## src/rtl/fifo_uart_tx.sv

```systemverilog
// ---------------------------------------------------------------------------
// fifo_uart_tx
// Read-side consumer of the async FIFO (R_CLK domain). Whenever the block is
// idle, enabled and the FIFO is non-empty it pops one byte and serializes it
// as a UART frame: start bit, DATA_WIDTH data bits LSB first, optional
// parity bit, stop bit(s).
//
// Optional build macro: UART_TX_TWO_STOP_EN -> two stop bits (STOP = 2*P).
//
// Ports:
//   CLK        FIFO read clock, rising edge
//   RST        synchronous active-high reset
//   TX_EN      allows FIFO pops / new frames (an in-flight frame completes)
//   PRESCALE   clocks per bit (0 treated as 1), sampled at frame fetch
//   PAR_EN     insert parity bit, sampled at frame fetch
//   PAR_TYP    0 = even, 1 = odd parity, sampled at frame fetch
//   RD_DATA    FIFO read data, valid while EMPTY = 0
//   EMPTY      FIFO empty flag
//   R_INC      FIFO pop strobe (combinational, one CLK wide)
//   TX_OUT     serial line, idle high
//   BUSY       high from first START cycle to end of STOP
//   FRAME_DONE one-cycle pulse in the first IDLE cycle after a frame
// ---------------------------------------------------------------------------
module fifo_uart_tx #(
   parameter int DATA_WIDTH = 8,
   parameter int PRESC_WD   = 6
) (
   input  logic                  CLK,
   input  logic                  RST,
   input  logic                  TX_EN,
   input  logic [PRESC_WD-1:0]   PRESCALE,
   input  logic                  PAR_EN,
   input  logic                  PAR_TYP,
   input  logic [DATA_WIDTH-1:0] RD_DATA,
   input  logic                  EMPTY,
   output logic                  R_INC,
   output logic                  TX_OUT,
   output logic                  BUSY,
   output logic                  FRAME_DONE
);

   localparam int BCW = $clog2(DATA_WIDTH + 1);

   // Index of the last stop bit; the bit counter is reused to count stop bits.
`ifdef UART_TX_TWO_STOP_EN
   localparam logic [BCW-1:0] STOP_LAST = BCW'(1);
`else
   localparam logic [BCW-1:0] STOP_LAST = BCW'(0);
`endif

   typedef enum logic [2:0] {
      S_IDLE   = 3'd0,
      S_START  = 3'd1,
      S_DATA   = 3'd2,
      S_PARITY = 3'd3,
      S_STOP   = 3'd4
   } state_t;

   // Parity bit: XOR of the data for even, XNOR for odd.
   function automatic logic parity_bit(input logic [DATA_WIDTH-1:0] data,
                                       input logic                  odd);
      parity_bit = (^data) ^ odd;
   endfunction

   state_t                  state_q, state_d;
   logic                    tx_out_q, tx_out_d;
   logic                    busy_q, busy_d;
   logic                    frame_done_q, frame_done_d;
   logic [DATA_WIDTH-1:0]   shift_q, shift_d;
   logic [PRESC_WD-1:0]     presc_q, presc_d;
   logic [PRESC_WD-1:0]     pcnt_q, pcnt_d;
   logic [BCW-1:0]          bcnt_q, bcnt_d;
   logic                    par_en_q, par_en_d;
   logic                    par_bit_q, par_bit_d;
   logic                    fetch_s;
   logic                    bit_end_s;
   logic [DATA_WIDTH-1:0]   shift_next_s;

   // Next-state, datapath and output computation for the frame FSM.
   always_comb begin
      state_d      = state_q;
      tx_out_d     = tx_out_q;
      frame_done_d = 1'b0;
      shift_d      = shift_q;
      presc_d      = presc_q;
      bcnt_d       = bcnt_q;
      par_en_d     = par_en_q;
      par_bit_d    = par_bit_q;

      // Pop is combinational so the byte is latched on the same edge.
      fetch_s      = (state_q == S_IDLE) && TX_EN && !EMPTY && !RST;
      // presc_q is never 0 once a frame is fetched, so P-1 cannot underflow.
      bit_end_s    = (pcnt_q == (presc_q - PRESC_WD'(1)));
      shift_next_s = shift_q >> 1;

      if (bit_end_s) begin
         pcnt_d = '0;
      end else begin
         pcnt_d = pcnt_q + PRESC_WD'(1);
      end

      case (state_q)
         S_IDLE: begin
            tx_out_d = 1'b1;
            pcnt_d   = '0;
            bcnt_d   = '0;
            if (fetch_s) begin
               shift_d   = RD_DATA;
               presc_d   = (PRESCALE == '0) ? PRESC_WD'(1) : PRESCALE;
               par_en_d  = PAR_EN;
               // Parity taken from the byte as fetched, not the shifting copy.
               par_bit_d = parity_bit(RD_DATA, PAR_TYP);
               state_d   = S_START;
               tx_out_d  = 1'b0;
            end else begin
               state_d   = S_IDLE;
            end
         end
         S_START: begin
            if (bit_end_s) begin
               state_d  = S_DATA;
               tx_out_d = shift_q[0];
            end else begin
               state_d  = S_START;
            end
         end
         S_DATA: begin
            if (bit_end_s) begin
               if (bcnt_q == BCW'(DATA_WIDTH - 1)) begin
                  bcnt_d = '0;
                  if (par_en_q) begin
                     state_d  = S_PARITY;
                     tx_out_d = par_bit_q;
                  end else begin
                     state_d  = S_STOP;
                     tx_out_d = 1'b1;
                  end
               end else begin
                  bcnt_d   = bcnt_q + BCW'(1);
                  shift_d  = shift_next_s;
                  tx_out_d = shift_next_s[0];
               end
            end else begin
               state_d = S_DATA;
            end
         end
         S_PARITY: begin
            if (bit_end_s) begin
               state_d  = S_STOP;
               tx_out_d = 1'b1;
            end else begin
               state_d  = S_PARITY;
            end
         end
         S_STOP: begin
            tx_out_d = 1'b1;
            if (bit_end_s) begin
               if (bcnt_q == STOP_LAST) begin
                  state_d      = S_IDLE;
                  bcnt_d       = '0;
                  frame_done_d = 1'b1;
               end else begin
                  bcnt_d = bcnt_q + BCW'(1);
               end
            end else begin
               state_d = S_STOP;
            end
         end
         default: begin
            state_d  = S_IDLE;
            tx_out_d = 1'b1;
         end
      endcase

      busy_d = (state_d != S_IDLE);
   end

   assign R_INC      = fetch_s;
   assign TX_OUT     = tx_out_q;
   assign BUSY       = busy_q;
   assign FRAME_DONE = frame_done_q;

   // State and output registers with synchronous reset.
   always_ff @(posedge CLK) begin
      if (RST) begin
         state_q      <= S_IDLE;
         tx_out_q     <= 1'b1;
         busy_q       <= 1'b0;
         frame_done_q <= 1'b0;
         shift_q      <= '0;
         presc_q      <= PRESC_WD'(1);
         pcnt_q       <= '0;
         bcnt_q       <= '0;
         par_en_q     <= 1'b0;
         par_bit_q    <= 1'b0;
      end else begin
         state_q      <= state_d;
         tx_out_q     <= tx_out_d;
         busy_q       <= busy_d;
         frame_done_q <= frame_done_d;
         shift_q      <= shift_d;
         presc_q      <= presc_d;
         pcnt_q       <= pcnt_d;
         bcnt_q       <= bcnt_d;
         par_en_q     <= par_en_d;
         par_bit_q    <= par_bit_d;
      end
   end

endmodule

```

## config.mk

```make
export PLATFORM = sky130hd
export DESIGN_NAME = fifo_uart_tx
export DESIGN_NICKNAME = d
export VERILOG_FILES = /design/src/rtl/fifo_uart_tx.sv
export SDC_FILE = /design/constraint.sdc
export NUM_CORES = 1
export LEC_CHECK = 0
export ABC_CLOCK_PERIOD_IN_PS = 2950
export CAP_MARGIN = 20
export CORE_MARGIN = 4
export CORE_UTILIZATION = 50
export DETAILED_ROUTE_END_ITERATION = 10
export GPL_ROUTABILITY_DRIVEN = 0
export HOLD_SLACK_MARGIN = 0.02
export PLACE_DENSITY = 0.84
export SETUP_SLACK_MARGIN = 0.4
export SLEW_MARGIN = 20
export SYNTH_ARGS = -nofsm -noshare
export SYNTH_HDL_FRONTEND = slang
export SYNTH_SLANG_ARGS = --single-unit
```

## constraint.sdc

```tcl
create_clock -name CLK -period 2.95 [get_ports CLK]
set_input_delay 0.59 -clock CLK [delete_from_list [all_inputs] [get_ports CLK]]
set_output_delay 0.59 -clock CLK [all_outputs]
set_load 0.02 [all_outputs]
```

==> summary.md, run 1 <==
| Metric | Value |
|---|---|
| Outcome | complete, no violations |
| Port bufs | 23 |
| Area of the core | 3416 sq um |
| Critical Path Start Type | register |
| Row cnt | 21 |
| Via density | 5.794 |
| Worst EP arrival | 2660 ps |
| Fin. Hold Viols | 0 |
| Worst min-delay path category | reg2reg |
| GRT overflow | 0 |
| FMAX | between 400 and 500 MHz |
| Final nets | roughly 270 |
| Worst-Margin Slew | ~420 ps |
| Drt wl/cell | 13.95 um |
| CTS max path bufs | 2 |
| CP max FO | 5 |
| First-pass GRT wire length | approximately 7.0 mm |
| Pin count of the biggest net entering global routing | 25 |
| Critical R2R Launch | presc_q[0]$_SDFFE_PP1P_ |
| Hold_buf cts | 0 |
| Setup CP Type | reg2reg |
| Largest family of logic cells by synthesized area | compound AO/OA/AOI/OAI gates |
| Fin. max-slew vios | 0 |
| Synth Area in Compound Gates | roughly 25% |
| Die width | 68.20 um |
| Worst hold slack | 466.8 ps |
| Area contributors post-synth | dfxtp_1 35%, a211oi_1 6.2%, a21oi_1 5.5% |
| Total Routing Usage GR | 20.24% |
| Yosys top cell area share | 35.36% |
| # setup viols final | 0 |
| Vert. Die Dim | 68.20 um |
| # DRC | 0 |
| Synth cell types | 48 |
| Netlist area before placement | 1812 sq um |
| TritonCTS buffer count | 5 |
| CP cell instances | inv_1 -> ha_1 -> and2_1 -> o21a_1 -> o31ai_4 -> nand2_1 -> o211a_1 -> or4_1 |
| Critical path capture point type | register |
| Htree depth | 2 |
| Flop-to-flop setup slack | 520 ps |
| Peak VDD IR | 0.3962 mV |
| Top Ports | 24 |
| Max-cap violations | 0 |
| Worst-path clk slew | roughly 100 ps |
| Mean Syn Cell Area | 8.017 sq um |
| Cell taking the most area after synthesis | dfxtp_1 |
| Initial DRC Count | 156 |
| Synth Instances | 226 |
| Worst Skew | 5.263 ps |
| Layout overhead on the synthesized area | 19.13% |
| Post-Synth Adder-Cell Area | 2.762% |
| Dpl cells | 288 |
| WP data required | 3170 ps |
| Final wirelength | 4.129 mm |
| Mux cell area share after synthesis | less than 1% |
| DP HPWL | 2.931 mm |
| Xor/xnor cell area share of the yosys netlist | 9.185% |
| CTS sink count | 32 |
| Leak Pwr | a little under 0.8 nW |
| Non-filler cells, final | 296 |
| Vias | ~1700 |
| Sequential-to-total area share from yosys stat | around 35% |
| Storage cell area | ~640 sq um |
| Die area | 4651 sq um |
| Final worst-path cycle share | 82.53% |
| Worst skew pair latency | between 300 and 400 ps |
| RSZ-0062 raised after global routing | no |
| Slowest stage delay, CP | around 500 ps |
| Hold Path Depth | 2 |
| #FFs+latches synth | 32 |
| FFs w/ async S/R, synth | 0% |
| Hold endpoint | par_bit_q$_SDFFE_PP0P_ |
| Primary FF master, synth | dfxtp_1 |
| Yosys warns | 0 |
| Finished Core Util | 63.19% |
| Clock root cell | clkbuf_4 |
| Net Count, Synth | 250 |
| Min cycle time layout | 2435 ps |
| TritonCTS clock tree | built |
| Count leader, synth | dfxtp_1 |
| Post-synth top cells | 32 x dfxtp_1, 24 x nor2_1, 23 x nand2_1, 20 x a21oi_1, 15 x a211oi_1 |
| Simple-gate share of the synthesized area | 20.79% |
| Multi-input logic area | 1085 sq um |
| ANT nets after route | 0 |
| DR pass1 iterations | 4 |
| Max transition margin | 71.31% |
| PwrDens | 684.2 nW/um^2 |
| Vias in the first global route | 1560 |
| Worst path slowest cell | or4_1 |
| Post-layout power | 1.477 mW |
| Critical hold path startpoint | par_bit_q$_SDFFE_PP0P_ |
| EDFF count, synth | 0 |
| Reg2reg path depth | 8 |
| Fin Setup TNS | 0 ps |
| Diodes inserted | 0 |
| Layout cells sized above 1 | 9.200% |
| Starting density of the core | 53.04% |
| Fill cell count | 298 |
| Antenna violations before repair | 0 |
| Worst r2r dst | BUSY$_SDFF_PP0_ |
## per-layer routing
| layer | routed length [um] | GRT usage, % |
|---|---|---|
| met5 | 0 | 0 |
| met4 | 56 | 8.437 |
| met3 | 360 | 6.404 |
| met2 | 1827 | 29.96 |
| met1 | 1885 | 26.98 |
## cells by family (layout without fill, tap and decap cells)
| logic type | after synthesis | in the layout |
|---|---|---|
| simple gates | 79 | 79 |
| compound gates | 64 | 64 |
| flops | 32 | 32 |
| buf+inv | 27 | 51 |
| xor+xnor | 19 | 19 |
| fa+ha+maj | 4 | 4 |
| mux | 1 | 1 |
## flip-flops by register name, summed over array words and instances (netlist names)
register    count
BUSY            1
FRAME_DONE      1
TX_OUT          1
bcnt_q          4
par_bit_q       1
par_en_q        1
pcnt_q          6
presc_q         6
shift_q         8
state_q         3
## cells in the final DEF, fill, tap and decap left out, types with 3 or more instances in the layout
cell type	synthesis	routed
xnor2_1	10	10
and3_1	3	3
nor3_1	7	7
dfxtp_1	32	30
nor2_1	24	24
xor2_1	9	9
clkdlybuf4s50_1	0	22
clkbuf_4	0	5
a31oi_1	5	5
nand2_1	23	23
inv_1	14	14
a2111oi_0	4	3
nand3_1	7	7
buf_4	1	6
a21o_1	3	3
a211oi_1	15	15
a21oi_1	20	20
ha_1	4	4
## how the worst max path moves through the flow
stage	start	to	slack, ps	cells after the start
final	presc_q[0]$_SDFFE_PP1P_	BUSY$_SDFF_PP0_	520	8
after global routing	presc_q[0]$_SDFFE_PP1P_	BUSY$_SDFF_PP0_	420	8
after CTS	presc_q[0]$_SDFFE_PP1P_	BUSY$_SDFF_PP0_	470	8
after detailed placement	TX_EN	R_INC	230	5
after global placement	TX_EN	R_INC	240	5
after floorplan	presc_q[0]$_SDFFE_PP1P_	BUSY$_SDFF_PP0_	650	9
## worst max-delay path: cells and delay by family (launching register included)
family	cells	cell delay, ps
compound gates	3	860
simple gates	3	810
buf+inv	1	60
flops	1	380
fa+ha+maj	1	210
## power breakdown
part / total (mW) / internal, mW / switching (mW)
sequential: 0.567 / 0.510 / 0.0568
combinational: 0.673 / 0.271 / 0.402
clock: 0.237 / 0.0877 / 0.149
total: 1.48 / 0.869 / 0.607
## cell type report
type                       count  share of cell area [%]
tap                           46                   2.667
clock buffer                   6                   1.913
timing repair buffer          29                   12.52
sequential                    32                   29.80
multi-input combinational    167                   50.26
inverter                      15                   2.609
clock inverter                 1                  0.2319
## repair_timing
| action | CTS | global route |
|---|---|---|
| buffers inserted | 0 | 1 |
| hold endpoints to repair | 0 | 0 |
| resized for setup | 1 | 9 |
| setup endpoints to repair | 1 | 11 |
| pin swaps | 0 | 2 |
| cloned | 0 | 0 |
## metrics by stage
| step | cell area (sq um) | setup slack, ps |
|---|---|---|
| floorplan | 1812 | 655.0 |
| global placement | 2087 | 243.8 |
| detailed placement | 2087 | 230.9 |
| CTS | 2132 | 469.1 |
| global route | 2158 | 415.2 |
| finish | 2158 | 515.2 |
No activity file was read; power rests on OpenSTA's default activity.
==> run 2, diff against run 1 <==
--- a/config.mk
+++ b/config.mk
@@ -5,14 +5,14 @@
 export SDC_FILE = /design/constraint.sdc
 export NUM_CORES = 1
 export LEC_CHECK = 0
-export ABC_CLOCK_PERIOD_IN_PS = 2950
+export ABC_CLOCK_PERIOD_IN_PS = 2050
 export CAP_MARGIN = 20
 export CORE_MARGIN = 4
-export CORE_UTILIZATION = 50
+export CORE_UTILIZATION = 49
 export DETAILED_ROUTE_END_ITERATION = 10
 export GPL_ROUTABILITY_DRIVEN = 0
 export HOLD_SLACK_MARGIN = 0.02
-export PLACE_DENSITY = 0.84
+export PLACE_DENSITY = 0.85
 export SETUP_SLACK_MARGIN = 0.4
 export SLEW_MARGIN = 20
 export SYNTH_ARGS = -nofsm -noshare
==> constraint.sdc (replaced) <==
create_clock -name CLK -period 2.05 [get_ports CLK]
set_input_delay 0.41 -clock CLK [delete_from_list [all_inputs] [get_ports CLK]]
set_output_delay 0.41 -clock CLK [all_outputs]
set_load 0.02 [all_outputs]
==> summary.md, run 2 (synthesized netlist as in run 1, its figures left out) <==
| Metric | Value |
|---|---|
| Outcome | complete, but fails checks |
| Failing checks | setup timing |
| Final nets | 303 |
| Worst EP arrival | 2440 ps |
| Vias in the first global route | 1887 |
| Total Routing Usage GR | 26.88% |
| Switching power | 1.375 mW |
| Power share of the clock group | 15.8% |
| Peak VDD IR | 0.7255 mV |
| Placed Area | between 2000 and 2500 sq um |
| Min cycle time layout | 2274 ps |
| Worst path slowest cell | or4_1 |
| Top Usage Layer GRT | met2 |
| WP data required | 2220 ps |
| Pin count of the biggest net entering global routing | 25 |
| CP max FO | 3 |
| Reg2reg path depth | 8 |
| Most common cell after layout, fill and taps aside | dfxtp_1 |
| Via density | 6.414 |
| Initial DRC Count | 357 |
| Fin. Hold Viols | 0 |
| DP Worst Slack | -277.1 ps |
| Critical hold path startpoint | par_bit_q$_SDFFE_PP0P_ |
| Area of the core | 3442 sq um |
| Critical Path Start Type | register |
| Post-route worst setup slack | -223.8 ps |
| Vias | 2091 |
| Max transition margin | 56.73% |
| Sw Ratio | 42.60% |
| CP cell instances | inv_2 -> ha_4 -> xor2_2 -> nand2_2 -> a211oi_4 -> nand2_1 -> o211a_1 -> or4_1 |
| Final wirelength | 6.462 mm |
| DR pass1 iterations | 8 |
| Starting density of the core | 52.64% |
| # setup viols final | 15 |
| Top Ports | 24 |
| Hold_buf cts | 0 |
| Antenna violations before repair | 0 |
| Layout overhead on the synthesized area | 55.11% |
| Worst skew pair latency | roughly 290 ps |
| Worst min-delay path category | reg2reg |
| Largest register by flop count | shift_q |
| Met1 global-route usage | 33.50% |
| Worst Skew | 7.413 ps |
| Drt wl/cell | between 15 and 20 um |
| Worst-path clk slew | 70 ps |
| RSZ-0062 raised after global routing | yes |
| Port bufs | 23 |
| Largest regs | shift_q: 8 flops, pcnt_q: 6 flops, presc_q: 6 flops |
| Setup CP Type | reg2reg |
| Fin. max-slew vios | 0 |
| Critical path capture point type | register |
| Die width | between 60 and 70 um |
| FMAX | 439.8 MHz |
| Diodes inserted | 0 |
| Htree depth | 2 |
| Die area | 4734 sq um |
| Max-cap violations | 0 |
| Finished Cell Area | roughly 2800 sq um |
| Met3 Track Usage GR | between 7 and 8% |
| Row cnt | 21 |
| Logic pwr share | around three fifths |
| Largest register FFs | 8 |
| PwrDens | 1149 nW/um^2 |
| Hold endpoint | par_bit_q$_SDFFE_PP0P_ |
| Slowest stage delay, CP | 520 ps |
| TritonCTS buffer count | 5 |
| M2 GR Usage | 44.10% |
| Int Pwr | 1.853 mW |
| ANT nets after route | 0 |
| Flop-to-flop setup slack | -220 ps |
| Vert. Die Dim | 68.81 um |
| Fill cell count | 184 |
| Critical R2R Launch | presc_q[0]$_SDFFE_PP1P_ |
| TritonCTS clock tree | built |
| Most frequent cells in the layout | 29 x dfxtp_1, 27 x buf_4, 21 x nand2_1 |
| CTS max path bufs | 2 |
| GRT overflow | 0 |
| Final worst-path cycle share | 110.9% |
| # DRC | 0 |
| Hold Path Depth | 2 |
| Flop pwr share | between 20% and 30% |
| Leak Pwr | 1.066 nW |
| Clock root cell | clkbuf_8 |
| Layout cells sized above 1 | 36.07% |
| Worst-Margin Slew | 632.8 ps |
| CTS sink count | 32 |
| DP HPWL | around 3.2 mm |
| Worst r2r dst | BUSY$_SDFF_PP0_ |
| First-pass GRT wire length | just over 9 mm |
-- run 2: cell count changes in the layout (fill, tap and decap cells not counted), moves of 4 or more --
cell,previous run,this run
a211oi_2,1,13
clkbuf_8,0,6
buf_6,0,7
nor3_1,7,3
nor2_1,24,20
buf_4,6,27
clkbuf_4,5,0
a211oi_1,15,0
-- run 2: power by group through the flow --
stage	Clock [mW]	Combinational (mW)	Sequential, mW
6_report	0.511	1.90	0.812
3_3_place_gp	0	1.06	0.804
5_1_grt	0.544	1.98	0.824
4_1_cts	0.510	1.54	0.798
3_5_place_dp	0	1.07	0.807
2_1_floorplan	0	0.728	0.817
-- run 2: timing repair --
item	in CTS	in global routing
setup buffers	9	4
setup endpoints to repair	26	25
pin swaps	30	9
resized for setup	57	20
-- run 2: metal layers --
layer / vias up / wire length (um)
met5: - / 0
met2: 161 / 2915
met4: 0 / 404
met3: 55 / 614
met1: 965 / 2527
li1: 910 / -
-- run 2: through the flow --
| stage | hold slack, ps | total power [mW] | util [%] | instances | TNS (ps) |
|---|---|---|---|---|---|
| floorplan | 432.0 | 1.545 | - | 226 | -90.85 |
| global placement | 441.3 | 1.867 | 65.39 | 305 | -437.6 |
| detailed placement | 447.4 | 1.882 | 65.39 | 305 | -741.1 |
| CTS | 455.3 | 2.849 | 77.79 | 322 | -112.0 |
| global route | 501.4 | 3.353 | 81.64 | 326 | -2685 |
| finish | 477.3 | 3.228 | 81.64 | 326 | -1979 |
-- run 2: how the worst max path moves through the flow --
stage                     slack, ps                     from  cells after the start              end
after floorplan                 -90  presc_q[0]$_SDFFE_PP1P_                      8  BUSY$_SDFF_PP0_
after global placement         -280                    TX_EN                      5            R_INC
after detailed placement       -280                    TX_EN                      5            R_INC
after CTS                       -60  presc_q[0]$_SDFFE_PP1P_                      8  BUSY$_SDFF_PP0_
after global routing           -260  presc_q[0]$_SDFFE_PP1P_                      7  BUSY$_SDFF_PP0_
final                          -220  presc_q[0]$_SDFFE_PP1P_                      8  BUSY$_SDFF_PP0_
-- run 2: worst max-delay path, delay by kind of cell (launching register included) --
kind / cells / cell delay [ps]
buffers and inverters: 1 / 40
DFF: 1 / 350
AOI/OAI and AO/OA: 2 / 610
xor gates and xnor gates: 1 / 130
and+or+nand+nor: 3 / 760
adders and majority gates: 1 / 270
-- run 2: area by class of cell --
cell class                      instances  area, sq um  area share, %
Clock inverter                          2        10.01         0.3562
Timing Repair Buffer                   58        535.5          19.06
Inverter                               15        56.30          2.004
Tap cell                               46        57.56          2.048
Clock buffer                            6        82.58          2.939
Multi-Input combinational cell        167         1421          50.58
Sequential cell                        32        646.9          23.02
==> run 3, diff against run 2 <==
--- a/config.mk
+++ b/config.mk
@@ -5,14 +5,16 @@
 export SDC_FILE = /design/constraint.sdc
 export NUM_CORES = 1
 export LEC_CHECK = 0
+export ABC_AREA = 1
 export ABC_CLOCK_PERIOD_IN_PS = 2050
 export CAP_MARGIN = 20
 export CORE_MARGIN = 4
-export CORE_UTILIZATION = 49
+export CORE_UTILIZATION = 50
 export DETAILED_ROUTE_END_ITERATION = 10
 export GPL_ROUTABILITY_DRIVEN = 0
 export HOLD_SLACK_MARGIN = 0.02
-export PLACE_DENSITY = 0.85
+export MAX_ROUTING_LAYER = met4
+export PLACE_DENSITY = 0.82
 export SETUP_SLACK_MARGIN = 0.4
 export SLEW_MARGIN = 20
 export SYNTH_ARGS = -nofsm -noshare
==> summary.md, run 3 <==
| Metric | Value |
|---|---|
| DR pass1 iterations | 4 |
| FMAX | roughly 570 MHz |
| Top Ports | 24 |
| Row cnt | 22 |
| EDFF count, synth | 0 |
| Total Routing Usage GR | 20.41% |
| Netlist area before placement | 1921 sq um |
| Critical path capture point type | register |
| Final wirelength | between 4 and 5 mm |
| DP HPWL | 3.269 mm |
| GRT overflow | 0 |
| Fin. max-slew vios | 0 |
| Storage cell area | 650.6 sq um |
| CTS sink count | 32 |
| Leak Pwr | between 1 and 1.5 nW |
| Post-synth top cells | 88 x nand2_1, 38 x nor2_1, 32 x dfxtp_1, 27 x inv_1, 25 x nand3_1 |
| Max-cap violations | 0 |
| Worst-path clk slew | roughly 70 ps |
| # setup viols final | 0 |
| PwrDens | 692.0 nW/um^2 |
| Clock root cell | clkbuf_8 |
| Largest regs | shift_q: 8 flops, pcnt_q: 6 flops, presc_q: 6 flops |
| WP data required | 2260 ps |
| Max transition margin | 75.32% |
| Largest register FFs | 8 |
| Net Count, Synth | 318 |
| Flop pwr share | 39.3% |
| Sw Ratio | 28.02% |
| Placed Area | 2277 sq um |
| TritonCTS buffer count | 5 |
| Area contributors post-synth | dfxtp_1 33%, nand2_1 17%, nor2_1 7.4% |
| Final worst-path cycle share | 85.63% |
| Post-Synth Adder-Cell Area | about 2.6% |
| Worst hold slack | 455.5 ps |
| Setup CP Type | reg2reg |
| Int Pwr | between 1 and 1.5 mW |
| Dpl cells | 368 |
| Yosys top cell area share | 33.36% |
| Fin. Hold Viols | 0 |
| Diodes inserted | 0 |
| Primary FF master, synth | dfxtp_1 |
| Die area | 4897 sq um |
| Xor/xnor cell area share of the yosys netlist | 4.104% |
| Post-layout power | 1.764 mW |
| Min cycle time layout | about 1800 ps |
| Non-filler cells, final | 385 |
| Port bufs | 23 |
| Outcome | complete, no violations |
| Final nets | 360 |
| Largest family of logic cells by synthesized area | simple AND/OR/NAND/NOR gates |
| ANT nets after route | 0 |
| Sequential-to-total area share from yosys stat | 33.36% |
| Critical Path Start Type | register |
| CP max FO | 6 |
| Synth Area in Compound Gates | a little over a tenth |
| Count leader, synth | nand2_1 |
| CTS max path bufs | 2 |
| Peak VDD IR | 0.4604 mV |
| Synth Instances | slightly below 300 |
| Finished Cell Area | around 2500 sq um |
| Hold_buf cts | 0 |
| Fill cell count | 325 |
| Largest register by flop count | shift_q |
| RSZ-0062 raised after global routing | yes |
| Vias in the first global route | 1813 |
| Starting density of the core | 52.07% |
| Area of the core | 3689 sq um |
| Antenna violations before repair | 0 |
| Simple-gate share of the synthesized area | about two fifths |
| Drt wl/cell | 11.79 um |
| Logic pwr share | 23.3% |
| Htree depth | 2 |
| Mean Syn Cell Area | around 6.5 sq um |
| Worst skew pair latency | roughly 290 ps |
| Multi-input logic area | about 1200 sq um |
| Die width | approximately 70 um |
| Layout cells sized above 1 | 20.47% |
| Vert. Die Dim | ~70 um |
| Mux cell area share after synthesis | 0% |
| Worst Skew | 11.26 ps |
| Pin count of the biggest net entering global routing | 18 |
| Worst EP arrival | 1970 ps |
| First-pass GRT wire length | 7.935 mm |
| Yosys warns | 0 |
| Via density | just over 5 |
| Most common cell after layout, fill and taps aside | nand2_1 |
| # DRC | 0 |
| Synth cell types | 32 |
| Layout overhead on the synthesized area | 32.70% |
| Worst min-delay path category | reg2reg |
| TritonCTS clock tree | built |
| Switching power | 494.2 uW |
| Cell taking the most area after synthesis | dfxtp_1 |
| Power share of the clock group | between 30% and 40% |
| FFs w/ async S/R, synth | 0% |
| Vias | 1980 |
| #FFs+latches synth | 32 |
| Worst-Margin Slew | 369.7 ps |
| Initial DRC Count | 110 |
| Most frequent cells in the layout | 82 x nand2_1, 34 x nor2_1, 28 x dfxtp_1 |
## run 3: cell count changes after synthesis, moves of 6 or more
cell / previous run / this run
a211oi_1: 15 / 2
clkbuf_1: 9 / 2
inv_2: 0 / 9
o21ai_0: 1 / 7
a21oi_1: 20 / 14
nand2_1: 23 / 88
nor3_1: 7 / 0
nor2_1: 24 / 38
nand3_1: 7 / 25
inv_1: 14 / 27
## run 3: power by group through the flow
| stage | clock network [mW] | logic, mW | registers (mW) |
|---|---|---|---|
| after floorplan | 0 | 0.253 | 0.701 |
| after global placement | 0 | 0.355 | 0.703 |
| after detailed placement | 0 | 0.361 | 0.705 |
| after CTS | 0.669 | 0.387 | 0.693 |
| after global routing | 0.699 | 0.460 | 0.698 |
| final | 0.659 | 0.412 | 0.693 |
## run 3: final timing paths
path / end / start / slack, ps / cells after the start
worst max-delay path: bcnt_q[2]$_SDFFE_PP0P_ / presc_q[0]$_SDFFE_PP1P_ / 290 / 13
worst min-delay path: shift_q[7]$_SDFFE_PP0P_ / shift_q[7]$_SDFFE_PP0P_ / 460 / 2
worst max register to register: bcnt_q[2]$_SDFFE_PP0P_ / presc_q[0]$_SDFFE_PP1P_ / 290 / 13
worst min register to register: shift_q[7]$_SDFFE_PP0P_ / shift_q[7]$_SDFFE_PP0P_ / 460 / 2
## run 3: routing by layer
layer	up-vias	wire, um	part of all wire [%]	GRT usage, %
met2	50	2059	45	31.16
met1	894	2157	48	26.03
met4	0	81	1.8	7.660
met3	12	240	5.3	5.036
li1	1024	-	-	-
met5	-	0	0	-
## run 3: cells by family after synthesis
| logic type | after synthesis |
|---|---|
| flip-flops | 32 |
| AO/OA/AOI/OAI | 34 |
| adder cells (fa/ha/maj) | 4 |
| AND/OR/NAND/NOR | 173 |
| XOR/XNOR | 9 |
| buffers and inverters | 42 |
## run 3: cell type report
cell class | instances | area share, %
multi-input cells | 221 | 47.72
well taps | 48 | 2.356
flip-flops and latches | 32 | 25.53
clock buffers | 7 | 3.780
clock inverters | 1 | 1.178
repair buffers | 38 | 13.65
inverters | 38 | 5.793
## run 3: stage by stage
step | util, % | setup TNS (ps) | setup slack (ps)
2_1_floorplan | - | 0 | 404.7
3_3_place_gp | 61.74 | -497.9 | -232.0
3_5_place_dp | 61.74 | -500.2 | -226.6
4_1_cts | 66.69 | 0 | 326.7
5_1_grt | 69.10 | 0 | 192.7
6_report | 69.10 | 0 | 294.6
## run 3: worst max-delay path: stages (launching register included)
cell and delay, ps:
dfxtp_2 360, inv_4 50, ha_4 260, inv_2 30
nand2_1 40, nand2_1 40, nor2_1 80, nand2_1 90
nor2_4 130, nand3_4 140, o21ai_4 130, buf_4 150
a21oi_1 60, nor2_1 110
## run 3: timing repair
item / 4_1_cts / 5_1_grt
setup endpoints to repair: 26 / 25
pin swaps: 14 / 10
resized for setup: 17 / 19
cloned: 1 / 0
setup buffers: 4 / 4
hold endpoints to repair: 0 / 0
